## src/rtl/relay_symbol_decoder.sv

```systemverilog
`default_nettype none
// ============================================================================
// Module      : relay_symbol_decoder
// Description : Majority-vote bit slicer for the relay receive path.
//               Oversamples data_in, decides one bit per SAMPLES_PER_BIT
//               window and emits a one-cycle nibble strobe per decided bit.
//               It also packs the decided bits MSB-first into WORD_BITS-wide
//               words behind a valid/ready handshake, and reports end of
//               frame after IDLE_BITS consecutive decided zeros.
// Ports       : clk, reset (sync, active-high)
//               mode            1 = relay mark, 0 = direct mark
//               data_in         oversampled line
//               data_out        per-bit symbol, qualified by data_available
//               data_available  one-cycle strobe per decided bit
//               word_out/word_valid/word_ready  assembled-word handshake
//               overflow        sticky dropped-word flag, cleared by ovf_clear
//               frame_end       one-cycle strobe when the idle run completes
// Options     : RELAY_SYMBOL_DECODER_DEGLITCH_EN adds a 2-of-3 majority
//               filter ahead of the slicer (+2 cycles latency).
// Revision    : 1.0 - initial release
// ============================================================================
module relay_symbol_decoder #(
  parameter int               SAMPLES_PER_BIT = 64,
  parameter int               OUT_W           = 4,
  parameter logic [OUT_W-1:0] MARK_RELAY      = 4'hc,
  parameter logic [OUT_W-1:0] MARK_DIRECT     = 4'hf,
  parameter int               WORD_BITS       = 8,
  parameter int               IDLE_BITS       = 16
) (
  input  logic                 clk,
  input  logic                 reset,
  input  logic                 mode,
  input  logic                 data_in,
  output logic [OUT_W-1:0]     data_out,
  output logic                 data_available,
  output logic [WORD_BITS-1:0] word_out,
  output logic                 word_valid,
  input  logic                 word_ready,
  output logic                 overflow,
  input  logic                 ovf_clear,
  output logic                 frame_end
);

  localparam int c_cnt_w  = $clog2(SAMPLES_PER_BIT + 1);
  localparam int c_bcnt_w = $clog2(WORD_BITS + 1);
  // +2 keeps the run counter at least one bit wide when idle detection is off
  localparam int c_run_w  = $clog2(IDLE_BITS + 2);

  typedef enum logic [0:0] {
    S_IDLE   = 1'b0,
    S_SAMPLE = 1'b1
  } state_t;

  state_t               r_state, w_state_nxt;
  logic [c_cnt_w-1:0]   r_scnt, w_scnt_nxt, r_ones, w_ones_nxt;
  logic [c_bcnt_w-1:0]  r_bcnt, w_bcnt_nxt;
  logic [c_run_w-1:0]   r_run, w_run_nxt;
  logic [WORD_BITS-1:0] r_shift, w_shift_nxt, r_word_out, w_word_out_nxt;
  logic [OUT_W-1:0]     r_data_out, w_data_out_nxt;
  logic                 r_dav, w_dav_nxt, r_word_valid, w_word_valid_nxt;
  logic                 r_ovf, w_ovf_nxt, r_fe, w_fe_nxt;

  logic                 w_din;
  logic [c_cnt_w-1:0]   w_scnt_inc, w_ones_inc;
  logic [c_cnt_w:0]     w_twice_ones;
  logic [c_run_w-1:0]   w_run_inc;
  logic [WORD_BITS-1:0] w_shifted;
  logic                 w_bit;

`ifdef RELAY_SYMBOL_DECODER_DEGLITCH_EN
  // Majority over three registered taps: two cycles of added latency.
  logic [2:0] r_tap;
  always_ff @(posedge clk) begin
    if (reset) r_tap <= '0;
    else       r_tap <= {r_tap[1:0], data_in};
  end
  assign w_din = (r_tap[0] & r_tap[1]) | (r_tap[0] & r_tap[2]) | (r_tap[1] & r_tap[2]);
`else
  assign w_din = data_in;
`endif

  assign w_scnt_inc   = r_scnt + 1'b1;
  assign w_ones_inc   = r_ones + c_cnt_w'(w_din);
  // 2*ones held one bit wider so the majority compare cannot wrap
  assign w_twice_ones = {w_ones_inc, 1'b0};
  assign w_bit        = w_twice_ones > (c_cnt_w + 1)'(SAMPLES_PER_BIT);
  assign w_shifted    = WORD_BITS'({r_shift, w_bit});
  assign w_run_inc    = r_run + 1'b1;

  always_comb begin
    w_state_nxt      = r_state;
    w_scnt_nxt       = r_scnt;
    w_ones_nxt       = r_ones;
    w_bcnt_nxt       = r_bcnt;
    w_run_nxt        = r_run;
    w_shift_nxt      = r_shift;
    w_word_out_nxt   = r_word_out;
    w_word_valid_nxt = r_word_valid & ~word_ready;
    w_ovf_nxt        = r_ovf & ~ovf_clear;
    w_data_out_nxt   = '0;
    w_dav_nxt        = 1'b0;
    w_fe_nxt         = 1'b0;

    case (r_state)
      S_IDLE: begin
        // The starting 1 is itself the first sample of the window.
        if (w_din) begin
          w_state_nxt = S_SAMPLE;
          w_scnt_nxt  = c_cnt_w'(1);
          w_ones_nxt  = c_cnt_w'(1);
        end
      end
      S_SAMPLE: begin
        if (w_scnt_inc == c_cnt_w'(SAMPLES_PER_BIT)) begin
          w_scnt_nxt     = '0;
          w_ones_nxt     = '0;
          w_dav_nxt      = 1'b1;
          w_data_out_nxt = w_bit ? (mode ? MARK_RELAY : MARK_DIRECT) : '0;

          if (r_bcnt == c_bcnt_w'(WORD_BITS - 1)) begin
            w_bcnt_nxt  = '0;
            w_shift_nxt = '0;
            if (r_word_valid && !word_ready) begin
              // Holding register still owned by the consumer: drop new word.
              w_ovf_nxt = 1'b1;
            end else begin
              w_word_out_nxt   = w_shifted;
              w_word_valid_nxt = 1'b1;
            end
          end else begin
            w_bcnt_nxt  = r_bcnt + 1'b1;
            w_shift_nxt = w_shifted;
          end

          if (w_bit) begin
            w_run_nxt = '0;
          end else if (IDLE_BITS > 0) begin
            if (w_run_inc == c_run_w'(IDLE_BITS)) begin
              // End of frame discards any partial word but keeps a pending one.
              w_run_nxt   = '0;
              w_fe_nxt    = 1'b1;
              w_state_nxt = S_IDLE;
              w_shift_nxt = '0;
              w_bcnt_nxt  = '0;
            end else begin
              w_run_nxt = w_run_inc;
            end
          end
        end else begin
          w_scnt_nxt = w_scnt_inc;
          w_ones_nxt = w_ones_inc;
        end
      end
      default: w_state_nxt = S_IDLE;
    endcase
  end

  always_ff @(posedge clk) begin
    if (reset) begin
      r_state      <= S_IDLE;
      r_scnt       <= '0;
      r_ones       <= '0;
      r_bcnt       <= '0;
      r_run        <= '0;
      r_shift      <= '0;
      r_word_out   <= '0;
      r_word_valid <= 1'b0;
      r_ovf        <= 1'b0;
      r_data_out   <= '0;
      r_dav        <= 1'b0;
      r_fe         <= 1'b0;
    end else begin
      r_state      <= w_state_nxt;
      r_scnt       <= w_scnt_nxt;
      r_ones       <= w_ones_nxt;
      r_bcnt       <= w_bcnt_nxt;
      r_run        <= w_run_nxt;
      r_shift      <= w_shift_nxt;
      r_word_out   <= w_word_out_nxt;
      r_word_valid <= w_word_valid_nxt;
      r_ovf        <= w_ovf_nxt;
      r_data_out   <= w_data_out_nxt;
      r_dav        <= w_dav_nxt;
      r_fe         <= w_fe_nxt;
    end
  end

  assign data_out       = r_data_out;
  assign data_available = r_dav;
  assign word_out       = r_word_out;
  assign word_valid     = r_word_valid;
  assign overflow       = r_ovf;
  assign frame_end      = r_fe;

endmodule
`default_nettype wire

```

## config.mk

```make
export PLATFORM = sky130hd
export DESIGN_NAME = relay_symbol_decoder
export DESIGN_NICKNAME = d
export VERILOG_FILES = /design/src/rtl/relay_symbol_decoder.sv
export SDC_FILE = /design/constraint.sdc
export NUM_CORES = 1
export LEC_CHECK = 0
export BUFFER_PORTS_ARGS = -buffer_cell sky130_fd_sc_hd__buf_2
export CAP_MARGIN = 10
export CELL_PAD_IN_SITES_DETAIL_PLACEMENT = 2
export CELL_PAD_IN_SITES_GLOBAL_PLACEMENT = 2
export CORE_ASPECT_RATIO = 0.5
export CORE_MARGIN = 4
export CORE_UTILIZATION = 35
export DETAILED_ROUTE_END_ITERATION = 8
export GPL_ROUTABILITY_DRIVEN = 0
export PLACE_DENSITY_LB_ADDON = 0.25
export RECOVER_POWER = 25
export SLEW_MARGIN = 20
export SYNTH_ARGS = -nofsm -noshare
export SYNTH_HDL_FRONTEND = slang
export SYNTH_SLANG_ARGS = --single-unit
```

## constraint.sdc

```tcl
create_clock -name clk -period 2.8 [get_ports clk]
set_input_delay 0.42 -clock clk [delete_from_list [all_inputs] [get_ports clk]]
set_output_delay 0.42 -clock clk [all_outputs]
set_load 0.02 [all_outputs]
```

==> flow_summary.toml <==
[status]
status = "finished clean"

[worst_setup_path]
crit_fanout = 10
startpoint = "r_ones[0]"
crit_top_cell = "ha_1"
slowest_stage = "o32ai_1"
crit_path_max_incr_delay_ps = 430
critPathRequiredTime_ps = 3000
r2r_start = "r_ones[0]"
startpoint_type = "flip-flop"
cp.arrival_ps = 2630
rr_worst_depth = 8
critPathKind = "reg2reg"
critical_path.endpoint_type = "flip-flop"
crit_path_cell_trace = "ha_1 > ha_1 > or2_0 > o32ai_1 > and2_1 > buf_4 > nand4b_1 > a31oi_1"

[timing]
grt_setup_unrepaired = "false"
maxSlewViolCount = 0
setup_tns_ps = 0
clock.fmax_ghz = 0.412
fin_skew_ps = 4.75
finalCritPeriodShare_pct = 86.7
max-slew-margin-rel_pct = 55.6
finalHoldViolCount = 0
setup_viol = 0
worst_pin_slew_ps = 663
finalWorstSetupSlack_ps = 371
fin_crit_ps = 2430

[clocking]
cts-hold-fix-buffers = 0
root_buffer = "clkbuf_16"
cts_setup_buffers = 0
cts_tree = "built"
cts_buffer_depth = 2
cts_buffers = 5
clkTransAtPathRegs_ps = 60
cts_resized = 0
htreeDepth = 2
clock_sinks = 45
clk-insertion-delay-late_ps = 280

[drt]
antenna_left = 0
routed-via-count = 1824
drtIter0Drc = 69
wl_mm = 5.69
drc = 0
post_drt_wl_per_cell_um = 16.9
viasPerCell = 5.41
drt-pass1-iter-count = 4

[hold_path]
hold_path.class = "in2reg"
whs_path_depth = 2
hp-start = "mode"

[die]
die_area_um2 = 7330
die_y_um = 62.6
row_count = 19
fp.dieW_um = 117
start_util_pct = 37.0
core_region_area_um2 = 5630
ios = 22

[placed_design]
io_buffers = 21
dp_hpwl_mm = 3.90
dp_cells = 329
pre_cts_slack_ps = 139

[grt]
grt_overflow = 0
grt_first_pass_wirelength_mm = 9.87
grt_max_degree = 33
grt_pass1_vias = 1940
grt_usage_pct = 16.7
grt_antenna_before_repair = 0

[yosys]
synth_cell_types = 49
syn-cell-area_um2 = 2090
synthCells = 246
synth_ff_type = "dfxtp_1"
ys_ff_latch = 45
syn-mean-instance-area_um2 = 8.48
yosysSeqAreaShare_pct = 43.2
syn-num-nets = 257
synth-edff-count = 0
async_flop_share_pct = 0
ys_warn_count = 0

[flow_run]
cap_violations = 0

[cells_and_area]
seq_area_um2 = 901
final_nets = 274
multi_input_comb_area_um2 = 1090
postLayoutCoreUtil_pct = 42.1
nFillCells = 645
synthToLayoutAreaGrowth_pct = 13.7
drive_gt1_share_pct = 10.2
n_antenna_cell = 0
fin_cells = 337

[pwr]
power.density_nw_per_um2 = 542
vdd_ir_drop_max_mv = 0.229
leakage_nw = 0.853
total_power_mw = 1.29
[kinds of logic after synthesis]
family,synth area share [%]
AND/OR/NAND/NOR,27.4
AO/OA/AOI/OAI,16.1
multiplexers,4.44
adder cells (fa/ha/maj),3.00
flip-flops,43.2
buffers and inverters,4.56
XOR/XNOR,1.26
[critical path, delay by kind of cell, from the launching register on]
| kind | cells | cell delay, ps |
|---|---|---|
| flops | 1 | 320 |
| fa+ha+maj | 2 | 490 |
| buf+inv | 1 | 230 |
| simple gates | 3 | 700 |
| compound gates | 2 | 620 |
[layout by cell type, fill, tap and decap left out, types with 2 or more instances in the layout]
cell type	Yosys	layout
a211oi_1	3	3
dfxtp_1	45	45
inv_1	3	3
a22oi_1	2	2
a21o_1	2	2
nor2_1	23	23
nor3b_1	3	3
or2_0	2	2
nor2b_1	6	6
clkinv_2	0	2
clkbuf_16	0	5
buf_2	4	6
o21ai_1	4	4
clkbuf_1	11	16
mux2i_1	7	7
nand2_1	30	30
buf_4	3	7
ha_1	5	5
nor3_1	8	8
and4_1	2	2
a31oi_1	5	5
xnor2_1	2	2
nand3b_1	5	5
and3_1	3	3
mux2_2	2	2
a21oi_1	22	22
nand3_1	13	13
nand2b_1	3	3
o21ai_0	6	6
[power by group]
group | switching (mW) | total (mW) | internal [mW]
Sequential | 0.0125 | 0.662 | 0.649
Clock | 0.238 | 0.566 | 0.328
Combinational | 0.0357 | 0.0583 | 0.0226
Total | 0.286 | 1.29 | 1.00
[final timing paths]
check | slack (ps) | end
setup / recovery | 370 | r_run[2]
hold / removal | 310 | data_out[1]
setup reg to reg | 370 | r_run[2]
hold reg to reg | 470 | r_ones[6]
[Yosys cell counts (2+ instances only)]
master    count  area (µm²)
xnor2_1       2        17.5
and3_1        3        18.8
ha_1          5        62.6
and4_1        2        17.5
inv_1         3        11.3
clkbuf_1     11        41.3
nand3b_1      5        37.5
a21o_1        2        15.0
o21ai_0       6        30.0
mux2i_1       7        70.1
buf_4         3        22.5
nand2_1      30         113
nand3_1      13        65.1
dfxtp_1      45         901
nor3_1        8        40.0
nor3b_1       3        22.5
or2_0         2        12.5
buf_2         4        20.0
o21ai_1       4        20.0
nor2b_1       6        37.5
a21oi_1      22         110
a31oi_1       5        31.3
nand2b_1      3        18.8
a22oi_1       2        15.0
nor2_1       23        86.3
mux2_2        2        22.5
a211oi_1      3        22.5
[routing by layer]
layer | track usage [%] | wire [µm] | vias to the layer above
met5 | 0 | 0 | -
met4 | 4.72 | 60 | 0
met3 | 3.97 | 111 | 8
met2 | 27.3 | 2690 | 12
met1 | 21.9 | 2830 | 902
li1 | - | - | 902
[state kept, by name, summed over array words and instances, names as in the netlist]
| register | flops |
|---|---|
| data_out | 2 |
| r_run | 5 |
| word_out | 8 |
| r_ones | 7 |
| r_shift | 7 |
| r_state | 1 |
| overflow | 1 |
| word_valid | 1 |
| r_bcnt | 4 |
| r_scnt | 7 |
| frame_end | 1 |
| data_available | 1 |
[stage by stage]
step                area (µm²)  hold slack, ps
floorplan                 2090             436
global placement          2250             448
detailed placement        2250             465
CTS                       2390             300
global route              2370             303
finish                    2370             307
[final cells by class]
type | instances | area share (%)
inverter | 3 | 0.475
tap | 73 | 3.85
timing repair buffer | 28 | 5.86
clock inverter | 2 | 0.422
sequential | 45 | 38.0
multi-input combinational | 180 | 46.0
clock buffer | 6 | 5.44
(Power assumes the default switching activity.)
